File: src/rtl/fetch_unit_pkg.sv
// Shared definitions for the instruction-fetch stage: next-PC select encodings,
// fetch FSM states and a small alignment helper.
package fetch_unit_pkg;

    // Next-PC select encodings shared with the decode controller; 2'b11 is unused.
    localparam logic [1:0] NPC_PC4    = 2'b00;
    localparam logic [1:0] NPC_JMP    = 2'b01;
    localparam logic [1:0] NPC_ABSJMP = 2'b10;

    typedef enum logic [1:0] {
        ST_REQ   = 2'b00,
        ST_WAIT  = 2'b01,
        ST_HOLD  = 2'b10,
        ST_FAULT = 2'b11
    } fetch_state_e;

    function automatic logic is_misaligned(input logic [31:0] addr);
        return addr[1:0] != 2'b00;
    endfunction

endpackage

File: src/rtl/fetch_unit_npc.sv
// Combinational next-PC computation: sequential, conditional relative and
// absolute (bit 0 cleared) targets. All adders wrap modulo 2^32.
module fetch_unit_npc
    import fetch_unit_pkg::*;
(
    input  logic [31:0] pc_i,
    input  logic [1:0]  npc_op_i,
    input  logic        br_i,
    input  logic [31:0] imm_i,
    input  logic [31:0] jmp_tgt_i,
    output logic [31:0] npc_o,
    output logic [31:0] pc4_o
);

    assign pc4_o = pc_i + 32'd4;

    // The undefined encoding falls through to sequential fetch.
    always_comb begin
        npc_o = pc4_o;
        case (npc_op_i)
            NPC_JMP: begin
                if (br_i) begin
                    npc_o = pc_i + imm_i;
                end
            end
            NPC_ABSJMP: npc_o = {jmp_tgt_i[31:1], 1'b0};
            default: ;
        endcase
    end

endmodule

File: src/rtl/fetch_unit.sv
// Instruction-fetch stage: owns the PC, runs a single-outstanding imem
// request/response handshake and presents one instruction until retired.
module fetch_unit
    import fetch_unit_pkg::*;
#(
    parameter logic [31:0] RESET_PC = 32'h0000_0000
) (
    input  logic        clk,
    input  logic        rst,
    output logic        imem_req,
    output logic [31:0] imem_addr,
    input  logic        imem_gnt,
    input  logic        imem_rvalid,
    input  logic [31:0] imem_rdata,
    output logic [31:0] inst,
    output logic [31:0] pc,
    output logic [31:0] pc4,
    output logic        inst_valid,
    input  logic        inst_ready,
    input  logic [1:0]  npc_op,
    input  logic        br,
    input  logic [31:0] imm,
    input  logic [31:0] jmp_tgt,
    output logic        fetch_fault
);

    fetch_state_e state_q, state_d;
    logic [31:0]  pc_q, pc_d;
    logic [31:0]  inst_q, inst_d;
    logic [31:0]  npc;

    fetch_unit_npc u_npc (
        .pc_i      (pc_q),
        .npc_op_i  (npc_op),
        .br_i      (br),
        .imm_i     (imm),
        .jmp_tgt_i (jmp_tgt),
        .npc_o     (npc),
        .pc4_o     (pc4)
    );

    always_ff @(posedge clk) begin
        if (rst) begin
            state_q <= ST_REQ;
            pc_q    <= RESET_PC;
            inst_q  <= '0;
        end else begin
            state_q <= state_d;
            pc_q    <= pc_d;
            inst_q  <= inst_d;
        end
    end

    // Handshake inputs only matter in the one state that waits on them.
    always_comb begin
        state_d = state_q;
        pc_d    = pc_q;
        inst_d  = inst_q;
        case (state_q)
            ST_REQ: begin
                if (imem_gnt) begin
                    state_d = ST_WAIT;
                end
            end
            ST_WAIT: begin
                if (imem_rvalid) begin
                    inst_d  = imem_rdata;
                    state_d = ST_HOLD;
                end
            end
            ST_HOLD: begin
                if (inst_ready) begin
                    pc_d    = npc;
                    state_d = is_misaligned(npc) ? ST_FAULT : ST_REQ;
                end
            end
            ST_FAULT: ;
            default: state_d = ST_REQ;
        endcase
    end

    assign imem_req    = (state_q == ST_REQ);
    assign imem_addr   = pc_q;
    assign inst        = inst_q;
    assign pc          = pc_q;
    assign inst_valid  = (state_q == ST_HOLD);
    assign fetch_fault = (state_q == ST_FAULT);

endmodule

File: config.mk
export PLATFORM = sky130hd
export DESIGN_NAME = fetch_unit
export DESIGN_NICKNAME = d
export VERILOG_FILES = /design/src/rtl/fetch_unit_pkg.sv /design/src/rtl/fetch_unit_npc.sv /design/src/rtl/fetch_unit.sv
export SDC_FILE = /design/constraint.sdc
export NUM_CORES = 1
export LEC_CHECK = 0
export BUFFER_PORTS_ARGS = -buffer_cell sky130_fd_sc_hd__buf_4
export CORE_UTILIZATION = 40
export CTS_CLUSTER_SIZE = 8
export DETAILED_ROUTE_END_ITERATION = 6
export GPL_TIMING_DRIVEN = 0
export PLACE_DENSITY = 0.69
export SYNTH_ARGS = -nofsm -noshare
export SYNTH_HDL_FRONTEND = slang
export SYNTH_HIERARCHICAL = 1
export SYNTH_SLANG_ARGS = --single-unit
File: constraint.sdc
create_clock -name clk -period 3.1 [get_ports clk]
set_input_delay 0.465 -clock clk [delete_from_list [all_inputs] [get_ports clk]]
set_output_delay 0.465 -clock clk [all_outputs]
set_load 0.01 [all_outputs]
# After elaboration in Yosys (flattened, before gate mapping)
# Cells that the tools add are included.
[word_totals]
register_bits = 66
input_bits = 104
word_cells = 26
[classes]
n_addsub = 2
eq_ne = 8
muxes = 7
n_reduce_logical = 6
[ops]
columns = ["cell", "count"]
rows = [
  ["one-hot mux 32 bit (2 select lines)", 1],
  ["adder 32 x 3 -> 32 bit (second input constant)", 1],
  ["adder 32 bit", 1],
  ["2-to-1 mux 32 bit", 1],
  ["2-to-1 mux 2 bit", 4],
  ["== test 2 bit (second input constant)", 3],
  ["one-hot mux 2 bit (3 select lines)", 1],
  ["== test 2 x 1 -> 1 bit (second input constant)", 2],
  ["!= test 2 x 1 -> 1 bit (second input constant)", 2],
  ["AND reduction 2 bit", 2],
  ["AND reduction 4 bit", 1],
  ["nonzero test 3 bit", 1],
  ["zero test 2 bit", 1],
  ["!= test 2 bit (second input constant)", 1],
  ["nonzero test 2 bit", 1],
]

# Depth between registers and ports, before layout
# Gate-level depths: netlist (run 1).
[depth]
word_depth = 7
mapped_depth = 13
depth_no_buf = 13

# By module
# The synthesis (run 1) kept the hierarchy.
[by_module_without_submodules]
columns = ["module", "n_inst", "cells_each", "area_per_inst_um2", "seq_area_each_um2"]
rows = [
  ["fetch_unit_npc", 1, 448, 2989.1, 0.0],
  ["fetch_unit", 1, 332, 2625.0, 1321.3],
]

# Least setup slack after synthesis (run 1)
# Ideal clock, no wire load.
[synth_path]
path_type = "register to register"
startpoint = "register pc_q[0], in the netlist imem_addr[0]"
endpoint = "register pc_q[30], in the netlist imem_addr[30]"
setup_time_ps = 132
t_arrival_ps = 2405
required_time_ps = 2968
setup_slack_ps = 563
stages_incl_launch_ff = 14
n_path_buf = 0
period_less_slack_ps = 2537
cell_sequence = "dfxtp_1 > ha_1 > inv_1 > fa_1 > nand2b_1 > a21oi_2 > o311ai_4 > o21ai_2 > a21oi_2 > o31ai_2 > xnor2_1 > a21oi_1 > nand2_1 > a21oi_1"
[synth_via]
elab_chain_cells = 3
[synth_rtl]
columns = ["item", "line_no", "text"]
rows = [
  ["start, declared", "fetch_unit.sv:28", "logic [31:0] pc_q, pc_d;"],
  ["start signal, assigned", "fetch_unit.sv:49", "pc_q <= pc_d;"],
  ["adder 32 x 3 -> 32 bit or adder 32 bit (tied branches)", "fetch_unit_npc.sv:15, fetch_unit_npc.sv:23", ""],
  ["2-to-1 mux 32 bit", "fetch_unit_npc.sv:22", "if (br_i) begin"],
  ["one-hot mux 32 bit (2 select lines) (*)", "fetch_unit_npc.sv:20", "case (npc_op_i)"],
  ["named net npc[30]", "fetch_unit.sv:30", "logic [31:0] npc;"],
]
# Mark *: on every way through the listed nets, which the timed path passes. The rest lies on a longest branch.
# A chain may end at the register's enable or synchronous reset.

# Worst setup path in the final report (run 1)
[layout_path]
startpoint = "register pc_q[3], in the netlist imem_addr[3]"
endpoint = "output pc4[30]"
[layout_via]
elab_chain_cells = 1
[layout_rtl]
columns = ["item", "line_no", "text"]
rows = [
  ["adder 32 x 3 -> 32 bit", "fetch_unit_npc.sv:15", "assign pc4_o = pc_i + 32'd4;"],
  ["end, declared", "fetch_unit.sv:17", "output logic [31:0] pc4,"],
]
# No other way between the ends.

==> results of run 1 <==
through the flow:
step           cells  hold WS [ps]
2_1_floorplan    780           481
3_3_place_gp    1187           442
3_5_place_dp    1187           449
4_1_cts         1203           352
5_1_grt         1203           358
6_report        1203           363
how the worst max path moves through the flow:
stage	end	depth (start not counted)	slack, ps
global route	imem_addr[28]	13	8
finish	pc4[30]	8	170
detailed placement	imem_addr[29]	12	190
floorplan	imem_addr[30]	13	560
CTS	pc4[30]	8	100
global placement	imem_addr[29]	12	210
flip-flops by register name (all words and copies together), names as in the netlist:
| name | count |
|---|---|
| state_q | 2 |
| imem_addr | 32 |
| inst | 32 |
layer usage:
metal	up-vias	GRT usage [%]	share of wire [%]	wire length (um)
met4	0	7.18	1.4	261
met1	2933	34.2	45	8460
li1	3167	-	-	-
met3	20	5.85	7.1	1350
met2	240	42.5	47	8940
met5	-	0	0	0
logic make-up after synthesis:
group	after synthesis	synth area share, %
mux	3	0.557
flops	66	23.5
simple gates	297	24.0
buf+inv	90	8.76
compound gates	231	25.8
xor+xnor	54	8.56
fa+ha+maj	39	8.83
area by class of cell:
cell class              count  area, sq um
fillers                  1394         5600
multi-input cells         624         3800
repair buffers            231         1730
flip-flops and latches     66         1320
plain buffers              72          424
clock buffers               9          225
well taps                 176          220
inverters                  18         67.6
clock inverters             7         58.8
what timing repair did:
| action | CTS | global route |
|---|---|---|
| endpoints found under the setup margin | 0 | 3 |
| setup buffers | 0 | 0 |
| resized for setup | 0 | 2 |
| hold endpoints to repair | 0 | 0 |
| hold buffers | 0 | 0 |
layout by cell type, fill, tap and decap left out, types with 8 or more instances in the layout:
cell type	count
ha_1	38
buf_4	270
clkbuf_16	9
inv_1	16
nor2_1	36
clkbuf_1	19
a21oi_1	110
nor2b_1	9
nand2_1	182
dfxtp_1	65
a22oi_1	18
xor2_1	18
xnor2_1	35
buf_1	8
o21ai_0	39
nand3_1	17
nand4_1	8
power by group:
part           switching (mW)  leakage, nW  internal, mW
registers              0.0265        0.535         0.889
clock network           0.454        0.134         0.556
logic                   0.319         2.90         0.271
total                   0.800         3.57          1.72
synthesized netlist by cell type (3+ instances only):
| master | n |
|---|---|
| a21oi_2 | 5 |
| dfxtp_1 | 66 |
| nor3_1 | 3 |
| a21o_1 | 7 |
| a22oi_1 | 18 |
| inv_1 | 16 |
| and3_1 | 7 |
| a21oi_1 | 110 |
| o22ai_1 | 3 |
| nor2b_1 | 9 |
| buf_2 | 5 |
| clkbuf_1 | 19 |
| nor2_1 | 36 |
| xor2_1 | 18 |
| nand4_1 | 8 |
| nor2_2 | 3 |
| a31oi_1 | 4 |
| or2_2 | 4 |
| nand2_1 | 182 |
| buf_1 | 8 |
| buf_4 | 39 |
| nand3_1 | 17 |
| o21ai_0 | 40 |
| xnor2_1 | 35 |
| and4_1 | 6 |
| nand2b_1 | 5 |
| o21ai_1 | 4 |
| a211o_1 | 3 |
| o211ai_1 | 3 |
| and2_1 | 5 |
| a22o_1 | 4 |
| o21ai_2 | 3 |
| ha_1 | 38 |
| nor3b_1 | 3 |
critical path, stage by stage (launching register included):
cell,delay [ps]
dfxtp_1,450
ha_1,310
nand2_1,190
nor2_2,260
and3_1,190
buf_4,150
nand3_1,130
xnor2_1,260
buf_4,180
==> metrics, run 1 <==
Layout Skew=roughly 5.1 ps; first-pass GRT wire length=roughly 30000 um; root buffer cell=clkbuf_16; Syn Area/Cell=between 7 and 8 sq um; Worst VDD drop=0.379 mV; clock buffer count from CTS=9; gpl congestion=about 0.9; grt total ovfl=0; port buffer count=between 200 and 250; crit path from=imem_addr[3]; outcome=finished, final reports clean; largest net degree at the start of global routing=15; Post-Syn Instances=slightly below 800; Final nets=around 1200; antenna violation net count after detailed routing=0; final WL=roughly 19000 um; register area share after synthesis=23.5%; top-area cell type share of the netlist area=a little under a quarter; Synthesized Nets=923; Hold Crit Start=imem_rdata[13]; Relative slew margins=47.6%; post-DR vias/cell=~5.3; die area=14500 sq um; Primary FF master, synth=dfxtp_1; CP Class=reg -> out; fin crit share=94.4%; standard-cell row count=42; Antenna Cells=0; share of post-route cells with drive strength above 1=31.6%; min Tclk post-route=~2900 ps; Startpoint Class=flip-flop; Core Region=approximately 13000 sq um; endpoint class of the critical path=primary output; total power=roughly 2.5 mW; fin worst setup slack=172 ps; Tightest Hold Check Type=in -> reg; CP required=about 2600 ps; H-Tree Depth=3; Hold Path Depth=3; Max FO, Critical Path=7; CTS tree=built; power density over the cells=320 nW/um^2; worst-margin pin slew=between 700 and 800 ps; placed cell areas=between 7000 and 8000 sq um; clk_lat worst skew=350 ps; worst r2r dst=imem_addr[28]; worst slack, placed=approximately 190 ps; CTS sink cnt=66; initial antenna violation count=0; fin. max-slew vios=0; async set-reset flop share out of synthesis=0%; Worst R2R Path Depth=13; GRT Util Overall=roughly a quarter; r2r setup slk=260 ps; Area Overhead vs Synth=39.9%; Synth cell types=between 60 and 70; DRC=0; Final setup viols=0; Vias=6360; Post-Syn Area=~5600 sq um; top post-synthesis cells by area=dfxtp_1 24%, nand2_1 12%, a21oi_1 9.8%; Die Span X=around 120 um; post-route cell area=7850 sq um; Final Core Density=58.4%; Lkg Pwr=around 3.6 nW; Longest Clk Path Bufs=2; Die H=roughly 120 um; MaxCap Viol Count=0; Reg2Reg Launch Point=imem_addr[0]; number of synthesized flops with an enable pin=0; Fmax=0.342 GHz; iteration-0 DRC count of the detailed router=approximately 320; number of global-route vias before repair=approximately 6000; WHS Endpoint=inst[13]; Synth Register Bits=66; YS warnings=6; Worst Path Arrival=~2500 ps; hpwl dp=14900 um; CTS clk-pin slew, worst paths=about 60 ps; Fin. Hold Viols=0; initial cell density of the core=a little over two fifths; RSZ-0062 raised after global routing=false; WL/cell=approximately 16 um; drt first pass iters=4; Synth area leader=dfxtp_1; I/O pin total=235; setup TNS=0 ps
Note: power is estimated with default switching activity, not from simulation.
==> run 2, diff against run 1 <==
--- a/config.mk
+++ b/config.mk
@@ -11,6 +11,7 @@
 export DETAILED_ROUTE_END_ITERATION = 6
 export GPL_TIMING_DRIVEN = 0
 export PLACE_DENSITY = 0.69
+export RECOVER_POWER = 25
 export SYNTH_ARGS = -nofsm -noshare
 export SYNTH_HDL_FRONTEND = slang
 export SYNTH_HIERARCHICAL = 1
==> metrics, run 2 (same netlist as run 1, synthesis figures left out) <==
MaxCap Viol Count=0 (unchanged); Fin. Hold Viols=0 (unchanged); Vias=6364 (was 6360); antenna violation net count after detailed routing=0 (unchanged); worst-margin pin slew=778 ps (was 786 ps); post-route cell area=7680 sq um (was 7850 sq um); Non-Filler Instances=1203 (unchanged); Final nets=1165 (unchanged); Core Region=13500 sq um (unchanged); Worst path top cell family by delay=simple AND/OR/NAND/NOR gates (unchanged); Antenna Cells=0 (unchanged); post-DR vias/cell=5.29 (about the same); Die Span X=120 um (unchanged); P_sw=0.803 mW (was 0.800 mW); most frequent cells in the layout=224 x buf_4, 182 x nand2_1, 110 x a21oi_1 (was 270 x buf_4, 182 x nand2_1, 110 x a21oi_1); fin. max-slew vios=0 (unchanged); root buffer cell=clkbuf_16 (unchanged); gpl congestion=0.904 (unchanged); Logic pwr share=22.5% (was 23.5%); CP required=2630 ps (about the same); Worst path max stage delay=540 ps (was 450 ps); fin crit share=94.4% (about the same); Tightest Hold Check Type=in -> reg (unchanged); first-pass GRT wire length=29800 um (unchanged); CTS tree=built (unchanged); Layout Skew=5.09 ps (was 5.12 ps); Hold Buf Count CTS=0 (unchanged); number of global-route vias before repair=5881 (unchanged); DRC=0 (unchanged); Max FO, Critical Path=10 (was 7); highest-delay cell along the critical path=dfxtp_1 (unchanged); Flop pwr share=36.7% (was 36.4%); drt first pass iters=5 (was 4); RSZ-0062 raised after global routing=false (unchanged); setup bufs post-CTS=0 (unchanged); hpwl dp=14900 um (unchanged); Die H=120 um (unchanged); clock buffer count from CTS=9 (unchanged); CP Cell Sequence=and3_1 > and4_1 > buf_4 > nand3_2 > nand2b_4 > nor2_2 > xor2_1 > buf_4 (was ha_1 > nand2_1 > nor2_2 > and3_1 > buf_4 > nand3_1 > xnor2_1 > buf_4); setup TNS=0 ps (unchanged); final WL=19100 um (was 19000 um); GRT Util Overall=26.0% (unchanged); Power Internal=1.69 mW (was 1.72 mW); standard-cell row count=42 (unchanged); clock power share=40.7% (was 40.1%); CP Class=reg -> out (unchanged); Worst VDD drop=0.374 mV (was 0.379 mV); Buffers & Inverters on Critical Path=2 (unchanged); initial cell density of the core=41.7% (unchanged); Fmax=0.342 GHz (about the same); share of post-route cells with drive strength above 1=27.2% (was 31.6%); placed cell areas=7570 sq um (unchanged); endpoint class of the critical path=primary output (unchanged); clk_lat worst skew=350 ps (about the same); Inst Count DP=1187 (unchanged); die area=14500 sq um (unchanged); min Tclk post-route=2930 ps (about the same); power density over the cells=324 nW/um^2 (was 320 nW/um^2); largest net degree at the start of global routing=15 (unchanged); Relative slew margins=48.2% (was 47.6%); port buffer count=231 (unchanged); Sw Ratio=32.2% (was 31.8%); Startpoint Class=flip-flop (unchanged); iteration-0 DRC count of the detailed router=354 (was 317); Final Core Density=57.1% (was 58.4%); r2r setup slk=270 ps (was 260 ps); Final setup viols=0 (unchanged); post-cts resize count=0 (unchanged); CTS clk-pin slew, worst paths=60 ps (about the same); WL/cell=15.8 um (about the same); Area Overhead vs Synth=36.8% (was 39.9%); CTS sink cnt=66 (unchanged); most used cell, CP=buf_4 (unchanged); H-Tree Depth=3 (unchanged); initial antenna violation count=0 (unchanged); grt total ovfl=0 (unchanged); outcome=finished, final reports clean (unchanged); Worst Path Arrival=2460 ps (about the same); most common cell after layout, fill and taps aside=buf_4 (unchanged); Lkg Pwr=3.38 nW (was 3.57 nW); I/O pin total=235 (unchanged); Longest Clk Path Bufs=2 (unchanged)
==> run 2: path summary, 6_finish.rpt <==
| check | cells past startpoint | startpoint | endpoint |
|---|---|---|---|
| setup / recovery | 8 | imem_addr[4] | pc4[31] |
| hold / removal | 3 | imem_rdata[13] | inst[13] |
| setup reg to reg | 13 | imem_addr[0] | imem_addr[30] |
| hold reg to reg | 2 | inst[18] | inst[18] |
==> run 2: power by group through the flow <==
stage	Sequential, mW	Clock (mW)	Combinational [mW]
2_1_floorplan	0.948	0	0.307
3_3_place_gp	0.933	0	0.583
3_5_place_dp	0.934	0	0.587
4_1_cts	0.916	1.03	0.589
5_1_grt	0.920	1.07	0.621
6_report	0.915	1.02	0.562
==> run 2: layout make-up <==
class / count / area, sq um
clock inverter: 7 / 58.8
timing repair buffer: 231 / 1570
tap: 176 / 220
buffer: 72 / 424
fill: 1449 / 5770
inverter: 18 / 67.6
sequential: 66 / 1320
multi-input combinational: 624 / 3800
clock buffer: 9 / 225
==> run 2: through the flow <==
step | hold WS, ps | power [mW] | setup WS [ps]
final | 362 | 2.49 | 173
after global routing | 358 | 2.61 | 11.8
after CTS | 352 | 2.54 | 100
after detailed placement | 449 | 1.52 | 192
after global placement | 442 | 1.52 | 213
after floorplan | 481 | 1.26 | 563
==> run 2: per-layer routing <==
layer | routed length, um | vias to the layer above | track usage (%) | share of wire, %
li1 | - | 3172 | - | -
met1 | 8460 | 2931 | 34.2 | 44
met2 | 8900 | 233 | 42.5 | 47
met3 | 1370 | 28 | 5.85 | 7.2
met4 | 327 | 0 | 7.18 | 1.7
met5 | 0 | - | 0 | 0
==> run 2: worst reg2reg max path, stage by stage (launching register included) <==
cell      delay (ps)
dfxtp_1          460
ha_1             210
inv_1             60
fa_1             380
nand2b_1         200
a21oi_2          240
o311ai_4         160
o21ai_2          240
a21oi_2          130
o31ai_2          260
xnor2_1          100
a21oi_1          150
nand2_1           70
a21oi_1          110
==> run 3, diff against run 2 <==
--- a/config.mk
+++ b/config.mk
@@ -6,13 +6,12 @@
 export NUM_CORES = 1
 export LEC_CHECK = 0
 export BUFFER_PORTS_ARGS = -buffer_cell sky130_fd_sc_hd__buf_4
-export CORE_UTILIZATION = 40
+export CORE_UTILIZATION = 45
 export CTS_CLUSTER_SIZE = 8
 export DETAILED_ROUTE_END_ITERATION = 6
 export GPL_TIMING_DRIVEN = 0
-export PLACE_DENSITY = 0.69
+export PLACE_DENSITY = 0.75
 export RECOVER_POWER = 25
 export SYNTH_ARGS = -nofsm -noshare
 export SYNTH_HDL_FRONTEND = slang
-export SYNTH_HIERARCHICAL = 1
 export SYNTH_SLANG_ARGS = --single-unit
==> metrics, run 3 <==
top post-synthesis cells by area=dfxtp_1 23%, ha_1 8.3%, nand2_1 8.1% (was dfxtp_1 24%, nand2_1 12%, a21oi_1 9.8%); first-pass GRT wire length=31500 um (was 29800 um); CP required=2630 ps (about the same); CTS clk-pin slew, worst paths=60 ps (about the same); clk_lat worst skew=340 ps (was 350 ps); largest net degree at the start of global routing=14 (was 15); Startpoint Class=flip-flop (unchanged); setup TNS=0 ps (unchanged); Hold Crit Start=imem_rdata[3] (was imem_rdata[13]); H-Tree Depth=3 (unchanged); worst-margin pin slew=797 ps (was 778 ps); async set-reset flop share out of synthesis=0% (unchanged); most frequent cells after synthesis=123 x nand2_1, 83 x a21oi_1, 66 x dfxtp_1 (was 182 x nand2_1, 110 x a21oi_1, 66 x dfxtp_1); Die H=115 um (was 120 um); Post-Syn Instances=783 (was 780); I/O pin total=235 (unchanged); Die Span X=115 um (was 120 um); fin worst setup slack=7.09 ps (was 173 ps); failing checks=DRC; Syn Area/Cell=7.32 sq um (was 7.20 sq um); fin. max-slew vios=0 (unchanged); Longest Clk Path Bufs=2 (unchanged); Worst path max stage delay=460 ps (was 540 ps); drt first pass iters=7 (was 5); die area=13200 sq um (was 14500 sq um); DRC=1 (was 0); initial antenna violation count=0 (unchanged); gpl congestion=1.02 (was 0.904); Antenna Cells=0 (unchanged); WHS Endpoint=inst[3] (was inst[13]); GRT Util Overall=30.9% (was 26.0%); r2r setup slk=80 ps (was 270 ps); Layout Skew=6.54 ps (was 5.09 ps); number of global-route vias before repair=6155 (was 5881); YS warnings=0 (was 6); WL/cell=17.8 um (was 15.8 um); worst slack, placed=-132 ps (was 192 ps); power density over the cells=340 nW/um^2 (was 324 nW/um^2); Max FO, Critical Path=10 (unchanged); Final setup viols=0 (unchanged); CTS sink cnt=66 (unchanged); standard-cell row count=40 (was 42); Vias=6917 (was 6364); fin crit share=99.8% (was 94.4%); antenna violation net count after detailed routing=0 (unchanged); Core Region=12200 sq um (was 13500 sq um); Synth cell types=65 (was 69); root buffer cell=clkbuf_16 (unchanged); Worst Path Arrival=2630 ps (was 2460 ps); initial cell density of the core=47.0% (was 41.7%); Final Core Density=64.9% (was 57.1%); port buffer count=233 (was 231); number of synthesized flops with an enable pin=0 (unchanged); post-DR vias/cell=5.76 (was 5.29); share of post-route cells with drive strength above 1=27.2% (about the same); Reg2Reg Launch Point=imem_addr[1] (was imem_addr[0]); Post-Syn Area=5730 sq um (was 5610 sq um); clock buffer count from CTS=9 (unchanged); Fmax=0.323 GHz (was 0.342 GHz); Area Overhead vs Synth=38.1% (was 36.8%); min Tclk post-route=3090 ps (was 2930 ps); top-area cell type share of the netlist area=23.0% (was 23.5%); Worst path top cell family by delay=simple AND/OR/NAND/NOR gates (unchanged); most frequent cells in the layout=236 x buf_4, 123 x nand2_1, 81 x a21oi_1 (was 224 x buf_4, 182 x nand2_1, 110 x a21oi_1); iteration-0 DRC count of the detailed router=718 (was 354); outcome=finished, violations left (was finished, final reports clean); Buffers & Inverters on Critical Path=1 (was 2); Worst VDD drop=0.252 mV (was 0.374 mV); Final nets=1171 (was 1165); cell with the most instances after synthesis=nand2_1 (unchanged); CP Cell Sequence=ha_1 > and2_1 > nand3_1 > nor3_2 > xor2_1 > buf_4 (was and3_1 > and4_1 > buf_4 > nand3_2 > nand2b_4 > nor2_2 > xor2_1 > buf_4); Hold Path Depth=3 (unchanged); worst r2r dst=imem_addr[25] (was imem_addr[30]); hpwl dp=16300 um (was 14900 um); Synth area leader=dfxtp_1 (unchanged); Worst R2R Path Depth=10 (was 13); Primary FF master, synth=dfxtp_1 (unchanged); Tightest Hold Check Type=in -> reg (unchanged); Synth Register Bits=66 (unchanged); grt total ovfl=0 (unchanged); CP Class=reg -> out (unchanged); crit path from=imem_addr[2] (was imem_addr[4]); Fin. Hold Viols=0 (unchanged); final WL=21400 um (was 19100 um); highest-delay cell along the critical path=dfxtp_2 (was dfxtp_1); RSZ-0062 raised after global routing=true (was false); Relative slew margins=46.7% (was 48.2%); Lkg Pwr=3.63 nW (was 3.38 nW); CTS tree=built (unchanged); most common cell after layout, fill and taps aside=buf_4 (unchanged); register area share after synthesis=23.0% (was 23.5%); endpoint class of the critical path=primary output (unchanged); Synthesized Nets=926 (was 923); MaxCap Viol Count=0 (unchanged)
[run 3: changes by cell type after synthesis, moves of 8 or more]
cell | previous run | this run
a21oi_1 | 110 | 83
a22oi_1 | 18 | 7
inv_1 | 16 | 25
a221oi_1 | 2 | 12
nor3_1 | 3 | 18
a221o_1 | 1 | 9
clkbuf_1 | 19 | 37
nor2_1 | 36 | 53
nand2_1 | 182 | 123
[run 3: worst min-delay path, delay by kind of cell]
kind	cells	cell delay [ps]
buf+inv	1	110
simple gates	1	40
compound gates	1	50
[run 3: through the flow]
stage / area (sq um) / total power, mW / hold WS, ps / cells
after detailed placement: 7690 / 1.65 / 447 / 1184
final: 7920 / 2.69 / 366 / 1201
after global placement: 7690 / 1.65 / 443 / 1184
after CTS: 8010 / 2.70 / 367 / 1200
after floorplan: 5730 / 1.33 / 481 / 783
after global routing: 7920 / 2.79 / 365 / 1201
[run 3: routing by layer]
| metal | part of all wire, % | global-route usage [%] | vias to the layer above |
|---|---|---|---|
| li1 | - | - | 3284 |
| met1 | 39 | 39.6 | 3148 |
| met2 | 46 | 50.6 | 417 |
| met3 | 11 | 5.75 | 68 |
| met4 | 3.5 | 13.9 | 0 |
| met5 | 0 | 0 | - |
[run 3: area by class of cell]
| type | count | area (sq um) |
|---|---|---|
| Inverter | 25 | 93.8 |
| Sequential cell | 66 | 1330 |
| Timing Repair Buffer | 234 | 1630 |
| Tap cell | 168 | 210 |
| Clock inverter | 7 | 78.8 |
| Multi-Input combinational cell | 616 | 3940 |
| Buffer | 76 | 418 |
| Clock buffer | 9 | 225 |
| Fill cell | 1198 | 4290 |
[run 3: kinds of logic after synthesis]
| group | share of synthesized area [%] |
|---|---|
| DFF | 23.0 |
| xor gates and xnor gates | 7.64 |
| muxes | 0.698 |
| AOI/OAI and AO/OA | 27.3 |
| adders and majority gates | 8.64 |
| and+or+nand+nor | 23.8 |
| buffers and inverters | 8.92 |
[run 3: how the worst max path moves through the flow]
| stage | end | slack, ps | cells past startpoint |
|---|---|---|---|
| global placement | imem_addr[26] | -140 | 13 |
| finish | pc4[30] | 7 | 6 |
| detailed placement | imem_addr[26] | -130 | 13 |
| global route | pc4[30] | -30 | 6 |
| CTS | pc4[25] | 20 | 7 |
| floorplan | imem_addr[19] | 560 | 10 |
[run 3: power by group]
part           switching, mW  internal, mW
Combinational          0.388         0.293
Clock                  0.438         0.630
Sequential            0.0451         0.897
Total                  0.872          1.82
[run 3: repair_timing]
item	4_1_cts	5_1_grt
resized for setup	3	10
hold buffers	0	0
endpoints found under the hold margin	0	0
endpoints found under the setup margin	3	17
pin swaps	0	2
buffers inserted	0	1
